[src/rtl/tpu_pkg.sv]
// Shared TPU command layout, sequencer state encoding and command packing helper.
// Pure declarations: no latency, no flow control.
// Command bit layout matches the control unit's 64-bit command word.
package tpu_pkg;

  localparam int W          = 16;
  localparam int CMD_ADDR_W = 10;

  typedef enum logic [1:0] {
    IDLE  = 2'd0,
    ISSUE = 2'd1,
    DRAIN = 2'd2,
    DONE  = 2'd3
  } seq_state_t;

  typedef struct packed {
    logic [CMD_ADDR_W-1:0] addr_d;
    logic [CMD_ADDR_W-1:0] addr_c;
    logic [CMD_ADDR_W-1:0] addr_b;
    logic [CMD_ADDR_W-1:0] addr_a;
    logic [7:0]            len_n;
    logic [7:0]            len_k;
    logic [7:0]            len_m;
  } command_t;

  function automatic command_t pack_cmd(
    input logic [CMD_ADDR_W-1:0] d,
    input logic [CMD_ADDR_W-1:0] c,
    input logic [CMD_ADDR_W-1:0] b,
    input logic [CMD_ADDR_W-1:0] a,
    input logic [7:0]            ln,
    input logic [7:0]            lk,
    input logic [7:0]            lm
  );
    command_t cmd;
    cmd.addr_d = d;
    cmd.addr_c = c;
    cmd.addr_b = b;
    cmd.addr_a = a;
    cmd.len_n  = ln;
    cmd.len_k  = lk;
    cmd.len_m  = lm;
    return cmd;
  endfunction

endpackage

[src/rtl/tile_addr_gen.sv]
// Tile index walker (m outer, n middle, k inner) with add-only address registers.
// Current tile fields come straight from registers; advance takes effect next cycle.
// No flow control of its own: steps only when the owner pulses advance.
module tile_addr_gen #(
  parameter int ADDR_WIDTH = tpu_pkg::CMD_ADDR_W,
  parameter int W          = tpu_pkg::W
) (
  input  logic                  clk,
  input  logic                  rst,
  input  logic                  load,
  input  logic                  advance,
  input  logic [ADDR_WIDTH-1:0] base_a,
  input  logic [ADDR_WIDTH-1:0] base_b,
  input  logic [ADDR_WIDTH-1:0] base_c,
  input  logic [ADDR_WIDTH-1:0] base_d,
  input  logic [4:0]            tiles_m,
  input  logic [4:0]            tiles_k,
  input  logic [4:0]            tiles_n,
  input  logic [4:0]            last_m,
  input  logic [4:0]            last_k,
  input  logic [4:0]            last_n,
  output logic [ADDR_WIDTH-1:0] addr_a,
  output logic [ADDR_WIDTH-1:0] addr_b,
  output logic [ADDR_WIDTH-1:0] addr_c,
  output logic [ADDR_WIDTH-1:0] addr_d,
  output logic [7:0]            len_m,
  output logic [7:0]            len_k,
  output logic [7:0]            len_n,
  output logic                  k_first,
  output logic                  k_last,
  output logic                  last_tile
);

  localparam int                    WLOG   = $clog2(W);
  localparam logic [ADDR_WIDTH-1:0] W_STEP = ADDR_WIDTH'(W);
  localparam logic [7:0]            W_LEN  = 8'(W);

  logic [4:0]            m_idx, n_idx, k_idx;
  logic [4:0]            tm, tk, tn;
  logic [4:0]            lm, lk, ln;
  logic [ADDR_WIDTH-1:0] base_b_r, tk_step, tn_step;
  logic [ADDR_WIDTH-1:0] a_row_base, a_addr, b_col_base, b_addr, c_addr, d_addr;
  logic                  m_last, n_last;

  function automatic logic [4:0] edge_len(input logic [4:0] v);
    return (v == 5'd0) ? 5'd16 : v;
  endfunction

  assign m_last    = (m_idx == tm - 5'd1);
  assign n_last    = (n_idx == tn - 5'd1);
  assign k_last    = (k_idx == tk - 5'd1);
  assign k_first   = (k_idx == 5'd0);
  assign last_tile = m_last & n_last & k_last;

  // k > 0 accumulates onto the partial sum already written to D
  assign addr_a = a_addr;
  assign addr_b = b_addr;
  assign addr_c = k_first ? c_addr : d_addr;
  assign addr_d = d_addr;
  assign len_m  = m_last ? {3'b000, lm} : W_LEN;
  assign len_k  = k_last ? {3'b000, lk} : W_LEN;
  assign len_n  = n_last ? {3'b000, ln} : W_LEN;

  always_ff @(posedge clk) begin
    if (rst) begin
      m_idx      <= '0;
      n_idx      <= '0;
      k_idx      <= '0;
      tm         <= '0;
      tk         <= '0;
      tn         <= '0;
      lm         <= '0;
      lk         <= '0;
      ln         <= '0;
      base_b_r   <= '0;
      tk_step    <= '0;
      tn_step    <= '0;
      a_row_base <= '0;
      a_addr     <= '0;
      b_col_base <= '0;
      b_addr     <= '0;
      c_addr     <= '0;
      d_addr     <= '0;
    end else if (load) begin
      m_idx      <= '0;
      n_idx      <= '0;
      k_idx      <= '0;
      tm         <= tiles_m;
      tk         <= tiles_k;
      tn         <= tiles_n;
      lm         <= edge_len(last_m);
      lk         <= edge_len(last_k);
      ln         <= edge_len(last_n);
      base_b_r   <= base_b;
      tk_step    <= ADDR_WIDTH'(tiles_k) << WLOG;
      tn_step    <= ADDR_WIDTH'(tiles_n) << WLOG;
      a_row_base <= base_a;
      a_addr     <= base_a;
      b_col_base <= base_b;
      b_addr     <= base_b;
      c_addr     <= base_c;
      d_addr     <= base_d;
    end else if (advance) begin
      if (!k_last) begin
        k_idx  <= k_idx + 5'd1;
        a_addr <= a_addr + W_STEP;
        b_addr <= b_addr + tn_step;
      end else begin
        k_idx  <= '0;
        c_addr <= c_addr + W_STEP;
        d_addr <= d_addr + W_STEP;
        if (!n_last) begin
          n_idx      <= n_idx + 5'd1;
          a_addr     <= a_row_base;
          b_col_base <= b_col_base + W_STEP;
          b_addr     <= b_col_base + W_STEP;
        end else begin
          n_idx      <= '0;
          m_idx      <= m_idx + 5'd1;
          a_row_base <= a_row_base + tk_step;
          a_addr     <= a_row_base + tk_step;
          b_col_base <= base_b_r;
          b_addr     <= base_b_r;
        end
      end
    end
  end

endmodule

[src/rtl/gemm_tile_sequencer.sv]
// Expands one GEMM job into 64-bit tile commands and tracks their retirement.
// Job accept to first cmd_valid: 1 cycle; then up to one command per cycle.
// cmd_valid/cmd_data hold until cmd_ready; k>0 tiles wait for all prior tiles to retire.
module gemm_tile_sequencer #(
  parameter int ADDR_WIDTH      = tpu_pkg::CMD_ADDR_W,
  parameter int W               = tpu_pkg::W,
  parameter int MAX_OUTSTANDING = 6
) (
  input  logic                  clk,
  input  logic                  rst,
  input  logic                  job_valid,
  output logic                  job_ready,
  input  logic [ADDR_WIDTH-1:0] job_base_a,
  input  logic [ADDR_WIDTH-1:0] job_base_b,
  input  logic [ADDR_WIDTH-1:0] job_base_c,
  input  logic [ADDR_WIDTH-1:0] job_base_d,
  input  logic [4:0]            job_tiles_m,
  input  logic [4:0]            job_tiles_k,
  input  logic [4:0]            job_tiles_n,
  input  logic [4:0]            job_last_m,
  input  logic [4:0]            job_last_k,
  input  logic [4:0]            job_last_n,
  output logic                  cmd_valid,
  output logic [63:0]           cmd_data,
  input  logic                  cmd_ready,
  input  logic                  done_irq,
  output logic                  busy,
  output logic                  job_done,
  output logic                  protocol_err
);

  import tpu_pkg::*;

  if (ADDR_WIDTH != CMD_ADDR_W) begin : g_bad_addr_width
    $error("gemm_tile_sequencer: ADDR_WIDTH must be 10 to fit the 64-bit command");
  end
  if (MAX_OUTSTANDING < 1 || MAX_OUTSTANDING > 7) begin : g_bad_max_outstanding
    $error("gemm_tile_sequencer: MAX_OUTSTANDING must fit the 3-bit counter (1..7)");
  end

  localparam logic [2:0] MAX_OUT = 3'(MAX_OUTSTANDING);

  seq_state_t            state;
  logic [2:0]            outstanding, out_next;
  logic                  job_hs, cmd_hs, zero_job, kf_next, issue_ok;
  logic [ADDR_WIDTH-1:0] addr_a, addr_b, addr_c, addr_d;
  logic [7:0]            len_m, len_k, len_n;
  logic                  k_first, k_last, last_tile;
  command_t              cmd_word;

  assign job_hs   = job_valid & job_ready;
  assign cmd_hs   = cmd_valid & cmd_ready;
  assign zero_job = (job_tiles_m == 5'd0) | (job_tiles_k == 5'd0) | (job_tiles_n == 5'd0);

  // Look at the post-edge count and tile so a retirement re-opens issue on the next cycle
  always_comb begin
    out_next = outstanding;
    if (cmd_hs && !done_irq)
      out_next = outstanding + 3'd1;
    else if (!cmd_hs && done_irq && outstanding != 3'd0)
      out_next = outstanding - 3'd1;
    kf_next  = cmd_hs ? k_last : k_first;
    issue_ok = (kf_next || out_next == 3'd0) && (out_next < MAX_OUT);
  end

  tile_addr_gen #(
    .ADDR_WIDTH (ADDR_WIDTH),
    .W          (W)
  ) u_addr_gen (
    .clk       (clk),
    .rst       (rst),
    .load      (job_hs),
    .advance   (cmd_hs),
    .base_a    (job_base_a),
    .base_b    (job_base_b),
    .base_c    (job_base_c),
    .base_d    (job_base_d),
    .tiles_m   (job_tiles_m),
    .tiles_k   (job_tiles_k),
    .tiles_n   (job_tiles_n),
    .last_m    (job_last_m),
    .last_k    (job_last_k),
    .last_n    (job_last_n),
    .addr_a    (addr_a),
    .addr_b    (addr_b),
    .addr_c    (addr_c),
    .addr_d    (addr_d),
    .len_m     (len_m),
    .len_k     (len_k),
    .len_n     (len_n),
    .k_first   (k_first),
    .k_last    (k_last),
    .last_tile (last_tile)
  );

  // Fields are flop outputs, so the word is steady for as long as it is offered
  assign cmd_word = pack_cmd(addr_d, addr_c, addr_b, addr_a, len_n, len_k, len_m);
  assign cmd_data = cmd_valid ? cmd_word : '0;

  always_ff @(posedge clk) begin
    if (rst) begin
      state        <= IDLE;
      cmd_valid    <= 1'b0;
      job_ready    <= 1'b1;
      busy         <= 1'b0;
      job_done     <= 1'b0;
      protocol_err <= 1'b0;
      outstanding  <= '0;
    end else begin
      job_done    <= 1'b0;
      outstanding <= out_next;
      if (done_irq && outstanding == 3'd0)
        protocol_err <= 1'b1;
      case (state)
        IDLE: begin
          if (job_hs) begin
            outstanding <= '0;
            job_ready   <= 1'b0;
            busy        <= 1'b1;
            if (zero_job) begin
              state    <= DONE;
              job_done <= 1'b1;
            end else begin
              state     <= ISSUE;
              cmd_valid <= 1'b1;
            end
          end
        end
        ISSUE: begin
          if (cmd_hs && last_tile) begin
            cmd_valid <= 1'b0;
            state     <= DRAIN;
          end else if (!cmd_valid || cmd_hs) begin
            cmd_valid <= issue_ok;
          end
        end
        DRAIN: begin
          if (outstanding == 3'd0) begin
            state    <= DONE;
            job_done <= 1'b1;
          end
        end
        DONE: begin
          state     <= IDLE;
          job_ready <= 1'b1;
          busy      <= 1'b0;
        end
        default: state <= IDLE;
      endcase
    end
  end

endmodule

[config.mk]
export PLATFORM = sky130hd
export DESIGN_NAME = gemm_tile_sequencer
export DESIGN_NICKNAME = d
export VERILOG_FILES = /design/src/rtl/tpu_pkg.sv /design/src/rtl/tile_addr_gen.sv /design/src/rtl/gemm_tile_sequencer.sv
export SDC_FILE = /design/constraint.sdc
export NUM_CORES = 1
export LEC_CHECK = 0
export ABC_CLOCK_PERIOD_IN_PS = 3440
export CELL_PAD_IN_SITES_DETAIL_PLACEMENT = 0
export CELL_PAD_IN_SITES_GLOBAL_PLACEMENT = 1
export CORE_MARGIN = 1
export CORE_UTILIZATION = 39
export CTS_BUF_LIST = sky130_fd_sc_hd__clkbuf_8
export CTS_CLUSTER_DIAMETER = 30
export DETAILED_ROUTE_END_ITERATION = 7
export PLACE_DENSITY = 0.82
export SLEW_MARGIN = 20
export SYNTH_ARGS = -nofsm -noshare
export SYNTH_HDL_FRONTEND = slang
export SYNTH_SLANG_ARGS = --single-unit
[constraint.sdc]
create_clock -name clk -period 3.44 [get_ports clk]
set_clock_uncertainty 0.15 [all_clocks]
set_input_delay 0.688 -clock clk [delete_from_list [all_inputs] [get_ports clk]]
set_output_delay 0.688 -clock clk [all_outputs]
set_load 0.01 [all_outputs]
==> summary.log, run 1 <==
[floorplanning] DIE AREA 18150 um^2
[global_route] vias in the first global route 5958
[cells_and_area] fillcell total 1660
[sta] worst hold margin 0.3015 ns
[sta] Final Worst Setup Slack 0.09607 ns
[sta] total setup violations reported at the end of the flow 0
[cells_and_area] # diodes 0
[placement] final weighted congestion in routability-driven placement 0.7996
[routing] DRC violation count after routing 0
[run] number of max-capacitance violations reported 0
[critical_path] number of buffer and inverter stages on the critical path 3
[worst_hold_path] Worst Hold Class register to register
[cells_and_area] area taken by multi-input logic gates 4036 um^2
[sta] peak clock frequency supported by timing 299.0 MHz
[critical_path] delay of the slowest critical-path stage 0.54 ns
[global_route] global-route wire length before repair 30150 um
[synth] top_reg_cell synth sky130_fd_sc_hd__dfxtp_1
[global_route] GRT overflow 0
[synth] cell area after synthesis 6870 um^2
[synth] count of flip-flops with a built-in enable after synthesis 0
[synth] proportion of register bits with asynchronous set or reset after synthesis 0
[global_route] pin count of the biggest net entering global routing 42
[cts] Max Buffers Root-to-Sink 2
[cells_and_area] most common library cell in the layout ignoring fill and taps sky130_fd_sc_hd__nand2_1
[critical_path] critical path, cell by cell inv_1 > ha_1 > nor3b_2 > xnor2_1 > nor3_2 > buf_4 > and3_1 > clkdlybuf4s50_1
[synth] number of distinct library cells after synthesis 63
[critical_path] arrival time reported for the critical path endpoint 2.51 ns
[critical_path] kind of cell adding the most delay to the critical path buffers and inverters
[critical_path] Req. time, crit path 2.60 ns
[floorplanning] count of pins on the block boundary 144
[global_route] initial antenna violation count 0
[synth] leading area contributor after synthesis sky130_fd_sc_hd__dfxtp_1
[cts] number of sinks on the clock net 125
[synth] number of warning messages in the yosys log 0
[cts] Clock Pin Slew Worst Setup and Hold Paths 0.08 ns
[floorplanning] row count 48
[cells_and_area] top library cells by usage in the layout, fill and taps aside sky130_fd_sc_hd__nand2_1 (161), sky130_fd_sc_hd__clkdlybuf4s50_1 (122), sky130_fd_sc_hd__dfxtp_1 (120)
[cts] H-tree depth 4
[sta] worst slew margin relative to its limit 0.5373
[cells_and_area] number of nets in the layout 1094
[pwr] Power per Cell Area 528.9 nW/um^2
[synth] gate count after technology mapping 868
[routing] vias per std cell 5.224
[synth] Yosys top cell area share 0.3642
[sta] count of endpoints failing hold in the final timing report 0
[floorplanning] Horiz. Die Dim 134.7 um
[placement] worst slack at placement 0.2103 ns
[floorplanning] starting utilization of the core area 0.3986
[routing] number of search-and-repair iterations in the first detailed-routing pass 5
[pwr] Pleak 3.630 nW
[cts] clock latency on the worst-skew pair 0.46 ns
[cells_and_area] synthesis-to-layout area growth 30.60%
[routing] number of DRC violations after detailed-routing iteration 0 399
[sta] post-route clock period utilization 0.9721
[placement] count of input and output buffers 134
[routing] vias 6410
[synth] share of the yosys chip area belonging to registers 0.3642
[cts] clock root buffer sky130_fd_sc_hd__clkbuf_8
[routing] Post-Route WL 18850 um
[synth] largest cells by area after synthesis sky130_fd_sc_hd__dfxtp_1 (36%), sky130_fd_sc_hd__nand2_1 (8.9%), sky130_fd_sc_hd__a21oi_1 (7.6%)
[critical_path] class of the most critical setup path register to primary output
[cells_and_area] FF/Latch Area 2509 um^2
[cts] number of clock buffers inserted by TritonCTS 17
[critical_path] maximum fanout encountered on the critical timing path 6
[cts] CTS tree done
[placement] cell total after placement 1188
[critical_path] Worst path slowest cell sky130_fd_sc_hd__clkdlybuf4s50_1
[cells_and_area] number of cells in the finished layout apart from fillers 1227
[cells_and_area] layout cells sized above 1 0.08583
[sta] number of max-slew violations in the final report 0
[critical_path] sort of element at the start of the critical path register
[sta] transition time at the pin with the least slew margin 0.6888 ns
[critical_path] capturing element type of the critical path primary output
[routing] detail-routed net length per standard cell 15.36 um
[floorplanning] area of the placeable core 17240 um^2
[floorplanning] die height 134.7 um
[placement] half-perimeter wire length after detailed placement 13030 um
[pwr] worst vdd rail ir drop 0.3181 mV
[synth] post-synthesis register bit count 125
[sta] Final min period 3.344 ns
[synth] average footprint of a synthesized cell 7.915 um^2
[routing] post-route antenna net violation count 0
[pwr] Design Power 4.746 mW
[status] run status finished clean
[global_route] global router's overall resource usage 0.2113
[worst paths after layout]
| kind | from | endpoint | slack [ns] | depth (start not counted) |
|---|---|---|---|---|
| setup / recovery | u_addr_gen.tm[0] | cmd_data[1] | 0.1 | 8 |
| hold / removal | u_addr_gen.lm[0] | u_addr_gen.lm[0] | 0.30 | 2 |
| setup reg to reg | u_addr_gen.tn[1] | u_addr_gen.m_idx[4] | 0.44 | 12 |
| hold reg to reg | u_addr_gen.lm[0] | u_addr_gen.lm[0] | 0.30 | 2 |
[Yosys cell counts, drive strengths merged (3+ instances only)]
master  count
nor2       63
nand2b      5
nand3       8
o21ai      27
ha         28
inv        27
nor3       12
or4         3
a21oi     104
a21o        5
and3       17
clkbuf     38
nor4        5
a311oi      9
a31oi       4
nand4      11
xor2       29
nand2     163
and2       33
xnor2      28
or3         3
nor2b       3
o22ai       3
mux2i      21
dfxtp     125
a211oi     19
o21bai      9
buf        30
[layer usage]
metal  vias to the layer above  track usage  share of wire
met5                         -            0              0
met4                         0      0.07303          0.015
met3                        18      0.05968          0.064
met2                       162       0.3368           0.46
met1                      3033       0.2730           0.46
li1                       3197            -              -
[worst register-to-register path: stages (launching register included)]
cell and delay [ns]:
sky130_fd_sc_hd__dfxtp_2 0.36, sky130_fd_sc_hd__inv_1 0.08, sky130_fd_sc_hd__ha_1 0.29, sky130_fd_sc_hd__xor2_1 0.16
sky130_fd_sc_hd__nand2_1 0.11, sky130_fd_sc_hd__a2111oi_4 0.28, sky130_fd_sc_hd__buf_4 0.20, sky130_fd_sc_hd__buf_4 0.12
sky130_fd_sc_hd__buf_4 0.22, sky130_fd_sc_hd__and3_1 0.54, sky130_fd_sc_hd__nand4_1 0.18, sky130_fd_sc_hd__xor2_1 0.15
sky130_fd_sc_hd__nor2_1 0.05
[layout make-up]
class,instances,share of cell area
Clock buffer,19,0.02915
Sequential cell,125,0.2796
Tap cell,225,0.03138
Timing Repair Buffer,162,0.1750
Inverter,27,0.01130
Clock inverter,13,0.02371
Multi-Input combinational cell,656,0.4499
[registers in the layout, summed over array words and instances, names as in the netlist, 10 cells and up]
name                   count
u_addr_gen.b_col_base     10
u_addr_gen.c_addr         10
u_addr_gen.a_row_base     10
u_addr_gen.addr_a         10
u_addr_gen.base_b_r       10
u_addr_gen.addr_b         10
u_addr_gen.addr_d         10
[cells by family after synthesis]
family,synth area share
other cells,0.0005458
compound gates,0.1788
flops,0.3642
mux,0.03060
simple gates,0.2293
xor+xnor,0.07594
fa+ha+maj,0.05682
buf+inv,0.06374
[metrics by stage]
stage / area (um^2) / util / TNS, ns
floorplan: 6900 / - / 0
global placement: 8393 / 0.4869 / 0
detailed placement: 8393 / 0.4869 / 0
CTS: 8925 / 0.5178 / 0
global route: 8972 / 0.5205 / -0.05605
finish: 8972 / 0.5205 / 0
[power breakdown]
| group | leakage, nW | internal, mW | total (mW) | switching, mW |
|---|---|---|---|---|
| sequential | 1.03 | 1.63 | 1.81 | 0.174 |
| combinational | 2.37 | 0.619 | 1.39 | 0.774 |
| clock | 0.229 | 0.905 | 1.55 | 0.641 |
| total | 3.63 | 3.16 | 4.75 | 1.59 |
[repair_timing]
item                       in CTS  in global routing
gates resized for setup        10                 18
pin swaps                       2                  0
setup endpoints to repair      21                 22
hold buffers                    0                  0
buffers inserted                6                  1
Power figures use the tool's default switching activity.
==> run 2: changes to the inputs <==
--- a/config.mk
+++ b/config.mk
@@ -5,15 +5,17 @@
 export SDC_FILE = /design/constraint.sdc
 export NUM_CORES = 1
 export LEC_CHECK = 0
-export ABC_CLOCK_PERIOD_IN_PS = 3440
+export ABC_AREA = 1
+export ABC_CLOCK_PERIOD_IN_PS = 3300
+export CAP_MARGIN = 20
 export CELL_PAD_IN_SITES_DETAIL_PLACEMENT = 0
 export CELL_PAD_IN_SITES_GLOBAL_PLACEMENT = 1
 export CORE_MARGIN = 1
-export CORE_UTILIZATION = 39
+export CORE_UTILIZATION = 38
 export CTS_BUF_LIST = sky130_fd_sc_hd__clkbuf_8
 export CTS_CLUSTER_DIAMETER = 30
 export DETAILED_ROUTE_END_ITERATION = 7
-export PLACE_DENSITY = 0.82
+export PLACE_DENSITY = 0.83
 export SLEW_MARGIN = 20
 export SYNTH_ARGS = -nofsm -noshare
 export SYNTH_HDL_FRONTEND = slang
==> constraint.sdc (replaced) <==
create_clock -name clk -period 3.3 [get_ports clk]
set_clock_uncertainty 0.15 [all_clocks]
set_input_delay 0.66 -clock clk [delete_from_list [all_inputs] [get_ports clk]]
set_output_delay 0.66 -clock clk [all_outputs]
set_load 0.01 [all_outputs]
==> run 2 against run 1 <==
Clock power rose by 3%. Non-clock buffer count fell by 11. Register-to-register slack improved by 0.50 ns. Synthesized cell count rose by 27%. Via count rose by 11%. Wire length rose by 6.1%. Die area rose by 8.0%. Setup slack improved by 0.075 ns. Critical path depth rose by 1. Critical endpoint is now cmd_data[19].
==> summary.log, run 2 <==
[critical_path] capturing element type of the critical path primary output
[sta] count of endpoints failing hold in the final timing report 0
[placement] half-perimeter wire length after detailed placement 14160 um
[critical_path] Worst path slowest cell sky130_fd_sc_hd__clkdlybuf4s50_1
[global_route] initial antenna violation count 0
[critical_path] number of buffer and inverter stages on the critical path 2
[cells_and_area] number of nets in the layout 1329
[floorplanning] DIE AREA 19590 um^2
[cts] Clock Pin Slew Worst Setup and Hold Paths 0.08 ns
[sta] RSZ-0062 raised after global routing no
[global_route] global router's overall resource usage 0.2104
[cells_and_area] top library cells by usage in the layout, fill and taps aside sky130_fd_sc_hd__nand2_1 (258), sky130_fd_sc_hd__nor2_1 (139), sky130_fd_sc_hd__inv_1 (134)
[critical_path] delay of the slowest critical-path stage 0.55 ns
[run] number of max-capacitance violations reported 0
[cts] clock root buffer sky130_fd_sc_hd__clkbuf_8
[routing] post-route antenna net violation count 0
[global_route] vias in the first global route 6584
[routing] detail-routed net length per standard cell 13.59 um
[global_route] global-route wire length before repair 32820 um
[cts] CTS Hold Buffers Added 0
[routing] Post-Route WL 19990 um
[cells_and_area] fillcell total 1947
[critical_path] critical path, cell by cell inv_1 > ha_2 > xnor2_1 > nor2_1 > nand2_1 > nor2_4 > nand2_4 > nor2_1 > clkdlybuf4s50_1
[cts] H-tree depth 4
[synth] commonest cells in the netlist sky130_fd_sc_hd__nand2_1 (260), sky130_fd_sc_hd__nor2_1 (140), sky130_fd_sc_hd__inv_1 (138), sky130_fd_sc_hd__dfxtp_1 (125), sky130_fd_sc_hd__o21ai_0 (100)
[synth] count of flip-flops with a built-in enable after synthesis 0
[floorplanning] die height 140.0 um
[cts] number of clock buffers inserted by TritonCTS 17
[cells_and_area] # diodes 0
[synth] number of distinct library cells after synthesis 42
[synth] proportion of register bits with asynchronous set or reset after synthesis 0
[critical_path] maximum fanout encountered on the critical timing path 6
[routing] DRC violation count after routing 0
[critical_path] class of the most critical setup path register to primary output
[pwr] Power per Cell Area 609.7 nW/um^2
[critical_path] cell repeated most along the worst path sky130_fd_sc_hd__nor2_1
[cells_and_area] synthesis-to-layout area growth 28.45%
[pwr] worst vdd rail ir drop 0.3192 mV
[cells_and_area] most common library cell in the layout ignoring fill and taps sky130_fd_sc_hd__nand2_1
[synth] number of warning messages in the yosys log 0
[critical_path] depth of the most critical reg-to-reg path 13
[global_route] GRT overflow 0
[cts] Max Buffers Root-to-Sink 2
[global_route] pin count of the biggest net entering global routing 64
[cts] CTS tree done
[critical_path] Crit. path cell count 9
[synth] gate count after technology mapping 1103
[synth] Yosys top cell area share 0.3459
[sta] peak clock frequency supported by timing 319.6 MHz
[sta] final setup TNS 0 ns
[synth] largest cells by area after synthesis sky130_fd_sc_hd__dfxtp_1 (35%), sky130_fd_sc_hd__nand2_1 (13%), sky130_fd_sc_hd__nor2_1 (7.3%)
[critical_path] sort of element at the start of the critical path register
[routing] vias 7104
[routing] number of search-and-repair iterations in the first detailed-routing pass 7
[floorplanning] Horiz. Die Dim 140.0 um
[routing] vias per std cell 4.829
[synth] leading area contributor after synthesis sky130_fd_sc_hd__dfxtp_1
[synth] share of the yosys chip area belonging to registers 0.3459
[floorplanning] count of pins on the block boundary 144
[sta] number of max-slew violations in the final report 0
[worst_hold_path] Worst Hold Class register to register
[placement] final weighted congestion in routability-driven placement 0.8361
[sta] Final min period 3.129 ns
[synth] most frequent cell after synthesis sky130_fd_sc_hd__nand2_1
[critical_path] arrival time reported for the critical path endpoint 2.32 ns
[cells_and_area] layout cells sized above 1 0.07195
[synth] post-synthesis register bit count 125
[worst_hold_path] count of cells along the worst hold path 2
[cts] clock latency on the worst-skew pair 0.46 ns
[placement] count of input and output buffers 134
[floorplanning] row count 50
[sta] total setup violations reported at the end of the flow 0
[critical_path] Req. time, crit path 2.49 ns
[cts] number of sinks on the clock net 125
[routing] number of DRC violations after detailed-routing iteration 0 431
[cells_and_area] Core Util, Final 0.4968
[status] run status finished clean
[critical_path] kind of cell adding the most delay to the critical path buffers and inverters
[synth] average footprint of a synthesized cell 6.559 um^2
[sta] post-route clock period utilization 0.9483
[pwr] Pleak 4.530 nW
[floorplanning] starting utilization of the core area 0.3868
[floorplanning] area of the placeable core 18710 um^2
[synth] top_reg_cell synth sky130_fd_sc_hd__dfxtp_1
[synth] cell area after synthesis 7234 um^2
run 2: cell count changes after synthesis, sizes merged, moves of 17 or more:
cell | previous run | this run
o21ai | 27 | 105
and2 | 33 | 1
a21oi | 104 | 62
nand2 | 163 | 265
nor2 | 63 | 145
mux2i | 21 | 0
and3 | 17 | 0
inv | 27 | 146
nand3 | 8 | 70
run 2: power breakdown:
| part | internal, mW | leakage (nW) | switching [mW] |
|---|---|---|---|
| Sequential | 1.77 | 1.03 | 0.233 |
| Clock | 0.943 | 0.229 | 0.659 |
| Combinational | 0.861 | 3.27 | 1.20 |
| Total | 3.57 | 4.53 | 2.10 |
run 2: area by class of cell:
| class | count | area [um^2] | share of cell area |
|---|---|---|---|
| Clock inverter | 13 | 212.7 | 0.02289 |
| Tap cell | 234 | 292.8 | 0.03151 |
| Sequential cell | 125 | 2506 | 0.2697 |
| Inverter | 147 | 556.8 | 0.05992 |
| Clock buffer | 19 | 261.5 | 0.02814 |
| Multi-Input combinational cell | 782 | 3938 | 0.4237 |
| Timing Repair Buffer | 151 | 1525 | 0.1641 |
run 2: cells by family after synthesis:
group / Yosys count / share of synthesized area
AOI/OAI and AO/OA: 198 / 0.1448
xor gates and xnor gates: 31 / 0.03753
adders and majority gates: 30 / 0.05396
buffers and inverters: 204 / 0.1174
DFF: 125 / 0.3459
other: 1 / 0.0005184
and+or+nand+nor: 514 / 0.2999
run 2: tightest hold or removal path, cell delays in order, from the launching register on:
cell and delay, ns:
sky130_fd_sc_hd__dfxtp_1 0.32, sky130_fd_sc_hd__nand2_1 0.06, sky130_fd_sc_hd__nand2_1 0.04
run 2: through the flow:
| step | instances | instance area (um^2) | total power, mW | hold slack [ns] | setup WS (ns) |
|---|---|---|---|---|---|
| after floorplan | 1111 | 7264 | 3.351 | 0.2759 | 0.9108 |
| after global placement | 1439 | 8771 | 4.078 | 0.2910 | 0.4076 |
| after detailed placement | 1439 | 8771 | 4.085 | 0.2983 | 0.3820 |
| after CTS | 1471 | 9256 | 5.709 | 0.3091 | 0.004178 |
| after global routing | 1471 | 9293 | 6.087 | 0.3327 | 0.01422 |
| final | 1471 | 9293 | 5.665 | 0.3084 | 0.1708 |
run 2: per-layer routing:
metal | wire length (um) | global-route usage | vias to the layer above | part of all wire
met5 | 0 | 0 | - | 0
met4 | 228 | 0.06593 | 0 | 0.011
met3 | 836 | 0.03897 | 18 | 0.042
met2 | 9424 | 0.3592 | 154 | 0.47
met1 | 9503 | 0.2675 | 3183 | 0.48
li1 | - | - | 3749 | -
run 2: final timing paths:
| check | slack (ns) | endpoint | startpoint |
|---|---|---|---|
| worst max register to register | 0.94 | u_addr_gen.c_addr[6] | u_addr_gen.tk[1] |
| worst min register to register | 0.31 | u_addr_gen.b_col_base[3] | u_addr_gen.b_col_base[3] |
| worst max-delay path | 0.17 | cmd_data[19] | u_addr_gen.tn[0] |
| worst min-delay path | 0.31 | u_addr_gen.b_col_base[3] | u_addr_gen.b_col_base[3] |
run 2: repair_timing:
| item | 4_1_cts | 5_1_grt |
|---|---|---|
| pin swaps | 1 | 0 |
| resized for setup | 8 | 16 |
| setup endpoints to repair | 10 | 13 |
| setup buffers | 0 | 0 |
==> run 3: changes to the inputs <==
--- a/config.mk
+++ b/config.mk
@@ -15,7 +15,7 @@
 export CTS_BUF_LIST = sky130_fd_sc_hd__clkbuf_8
 export CTS_CLUSTER_DIAMETER = 30
 export DETAILED_ROUTE_END_ITERATION = 7
-export PLACE_DENSITY = 0.83
+export PLACE_DENSITY_LB_ADDON = 0.1
 export SLEW_MARGIN = 20
 export SYNTH_ARGS = -nofsm -noshare
 export SYNTH_HDL_FRONTEND = slang
==> run 3 against run 2 <==
Setup slack improved by 0.042 ns. First-iteration DRC count fell by 23%. Global-route usage rose by 1.1 points. Die area did not move. Largest cell class unchanged. Critical path type unchanged. Non-clock buffer count fell by 1. Utilization fell by 0.60 points.
==> summary.log, run 3 (same netlist as run 2, synthesis figures left out) <==
[pwr] switching power share of the total 0.3840
[floorplanning] starting utilization of the core area 0.3868
[worst_hold_path] hold_sp u_addr_gen.b_col_base[3]
[cells_and_area] # diodes 0
[cells_and_area] number of nets in the layout 1328
[cells_and_area] layout cells sized above 1 0.06645
[critical_path] Req. time, crit path 2.49 ns
[routing] DRC violation count after routing 0
[cells_and_area] top library cells by usage in the layout, fill and taps aside sky130_fd_sc_hd__nand2_1 (258), sky130_fd_sc_hd__inv_1 (138), sky130_fd_sc_hd__nor2_1 (138)
[pwr] clock share of power 0.240
[global_route] initial antenna violation count 0
[sta] count of endpoints failing hold in the final timing report 0
[sta] Final Worst Setup Slack 0.2127 ns
[routing] post-route antenna net violation count 0
[cells_and_area] synthesis-to-layout area growth 26.89%
[cts] clock root buffer sky130_fd_sc_hd__clkbuf_8
[pwr] total net switching power 2.055 mW
[cts] H-tree depth 4
[floorplanning] Horiz. Die Dim 140.0 um
[pwr] Comb pwr share 0.382
[pwr] Pleak 4.553 nW
[cts] Clock Pin Slew Worst Setup and Hold Paths 0.07 ns
[critical_path] class of the most critical setup path register to primary output
[placement] final weighted congestion in routability-driven placement 0.7877
[global_route] vias in the first global route 6775
[cts] clock latency on the worst-skew pair 0.44 ns
[global_route] pin count of the biggest net entering global routing 96
[pwr] worst vdd rail ir drop 0.3008 mV
[critical_path] maximum fanout encountered on the critical timing path 9
[critical_path] critical path, cell by cell inv_1 > ha_1 > nand2_1 > nor2_4 > buf_4 > o21ai_0 > a21oi_1 > clkdlybuf4s50_1
[floorplanning] DIE AREA 19590 um^2
[cts] number of sinks on the clock net 125
[critical_path] arrival time reported for the critical path endpoint 2.28 ns
[sta] total setup violations reported at the end of the flow 0
[global_route] global router's overall resource usage 0.2215
[placement] cell total after placement 1437
[routing] vias per std cell 4.873
[cts] number of clock buffers inserted by TritonCTS 17
[placement] half-perimeter wire length after detailed placement 14430 um
[sta] peak clock frequency supported by timing 323.9 MHz
[cts] CTS Hold Buffers Added 0
[sta] post-route clock period utilization 0.9355
[routing] number of DRC violations after detailed-routing iteration 0 330
[cells_and_area] Post-Layout Inst Area 9180 um^2
[pwr] P_int 3.296 mW
[routing] detail-routed net length per standard cell 14.25 um
[cells_and_area] number of cells in the finished layout apart from fillers 1468
[pwr] proportion of power drawn by flip-flops and latches 0.377
[cells_and_area] most common library cell in the layout ignoring fill and taps sky130_fd_sc_hd__nand2_1
[pwr] Power per Cell Area 582.8 nW/um^2
[floorplanning] count of pins on the block boundary 144
[critical_path] capturing element type of the critical path primary output
[floorplanning] row count 50
[cts] CTS tree done
[cts] Max Buffers Root-to-Sink 2
[sta] final setup TNS 0 ns
[worst_hold_path] Worst Hold Class register to register
[critical_path] kind of cell adding the most delay to the critical path buffers and inverters
[routing] vias 7153
[floorplanning] die height 140.0 um
[critical_path] setup slack of the most critical reg-to-reg path 0.93 ns
[critical_path] sort of element at the start of the critical path register
[sta] worst hold margin 0.3172 ns
[global_route] GRT overflow 0
[sta] Final min period 3.087 ns
[sta] RSZ-0062 raised after global routing no
[status] run status finished clean
[critical_path] launching point of the worst reg2reg path u_addr_gen.tk[1]
[floorplanning] area of the placeable core 18710 um^2
[critical_path] Worst path slowest cell sky130_fd_sc_hd__clkdlybuf4s50_1
[placement] worst slack at placement 0.3933 ns
[placement] Placed Area 8756 um^2
[sta] number of max-slew violations in the final report 0
[global_route] global-route wire length before repair 34270 um
[critical_path] delay of the slowest critical-path stage 0.55 ns
[placement] count of input and output buffers 134
[run] number of max-capacitance violations reported 0
[routing] number of search-and-repair iterations in the first detailed-routing pass 4
[critical_path] number of buffer and inverter stages on the critical path 3
[routing] Post-Route WL 20920 um
[critical_path] origin of the worst setup path u_addr_gen.k_idx[0]
[run 3: cell types whose count changed in the layout (fill, tap and decap cells not counted), sizes merged]
cell | previous run | this run
bufinv | 5 | 1
clkinvlp | 4 | 2
inv | 146 | 148
clkbuf | 19 | 22
dlymetal6s2s | 9 | 11
dlygate4sd2 | 3 | 5
buf | 17 | 16
clkdlybuf4s50 | 122 | 118
clkinv | 5 | 4
[run 3: what timing repair did]
item | 4_1_cts | 5_1_grt
gates resized for setup | 10 | 16
buffers inserted | 0 | 1
pin swaps | 1 | 2
endpoints found under the hold margin | 0 | 0
setup endpoints to repair | 19 | 19
[run 3: worst paths after layout]
kind | cells after the start | end
worst max register to register | 13 | u_addr_gen.addr_d[6]
worst max-delay path | 8 | cmd_data[48]
worst min-delay path | 2 | u_addr_gen.b_col_base[3]
worst min register to register | 2 | u_addr_gen.b_col_base[3]
[run 3: metrics by stage]
step	power (mW)	utilization
6_report	5.350	0.4908
5_1_grt	5.787	0.4908
4_1_cts	5.404	0.4884
3_5_place_dp	4.097	0.4681
3_3_place_gp	4.111	0.4681
2_1_floorplan	3.351	-
[run 3: worst register-to-register path: stages, from the launching register on]
cell	delay (ns)
sky130_fd_sc_hd__dfxtp_1	0.33
sky130_fd_sc_hd__inv_1	0.09
sky130_fd_sc_hd__ha_1	0.31
sky130_fd_sc_hd__inv_1	0.04
sky130_fd_sc_hd__nand2_1	0.05
sky130_fd_sc_hd__nand2_1	0.04
sky130_fd_sc_hd__nor2_1	0.10
sky130_fd_sc_hd__nand2_1	0.09
sky130_fd_sc_hd__nor2_4	0.12
sky130_fd_sc_hd__nand3_2	0.13
sky130_fd_sc_hd__nand2_1	0.34
sky130_fd_sc_hd__inv_1	0.25
sky130_fd_sc_hd__o22ai_1	0.17
sky130_fd_sc_hd__inv_1	0.05
[run 3: area by class of cell]
cell class                 count  area [um^2]
fill                        1972         9525
multi-input combinational    782         3938
sequential                   125         2506
timing repair buffer         150         1520
inverter                     147        553.0
clock buffer                  22        302.8
tap                          234        292.8
clock inverter                 8        67.56
[run 3: layer usage]
| layer | wire, um | global-route usage | vias to the layer above | share of wire |
|---|---|---|---|---|
| met3 | 982 | 0.05026 | 33 | 0.047 |
| met5 | 0 | 0 | - | 0 |
| li1 | - | - | 3733 | - |
| met4 | 510 | 0.09138 | 0 | 0.024 |
| met2 | 9737 | 0.3663 | 151 | 0.47 |
| met1 | 9690 | 0.2776 | 3236 | 0.46 |
[run 3: power groups by stage]
stage | Clock [mW] | Sequential, mW | Combinational [mW]
after floorplan | 0 | 1.96 | 1.39
after CTS | 1.32 | 2.02 | 2.06
after detailed placement | 0 | 2.05 | 2.04
after global routing | 1.39 | 2.06 | 2.34
final | 1.29 | 2.02 | 2.05
after global placement | 0 | 2.05 | 2.06
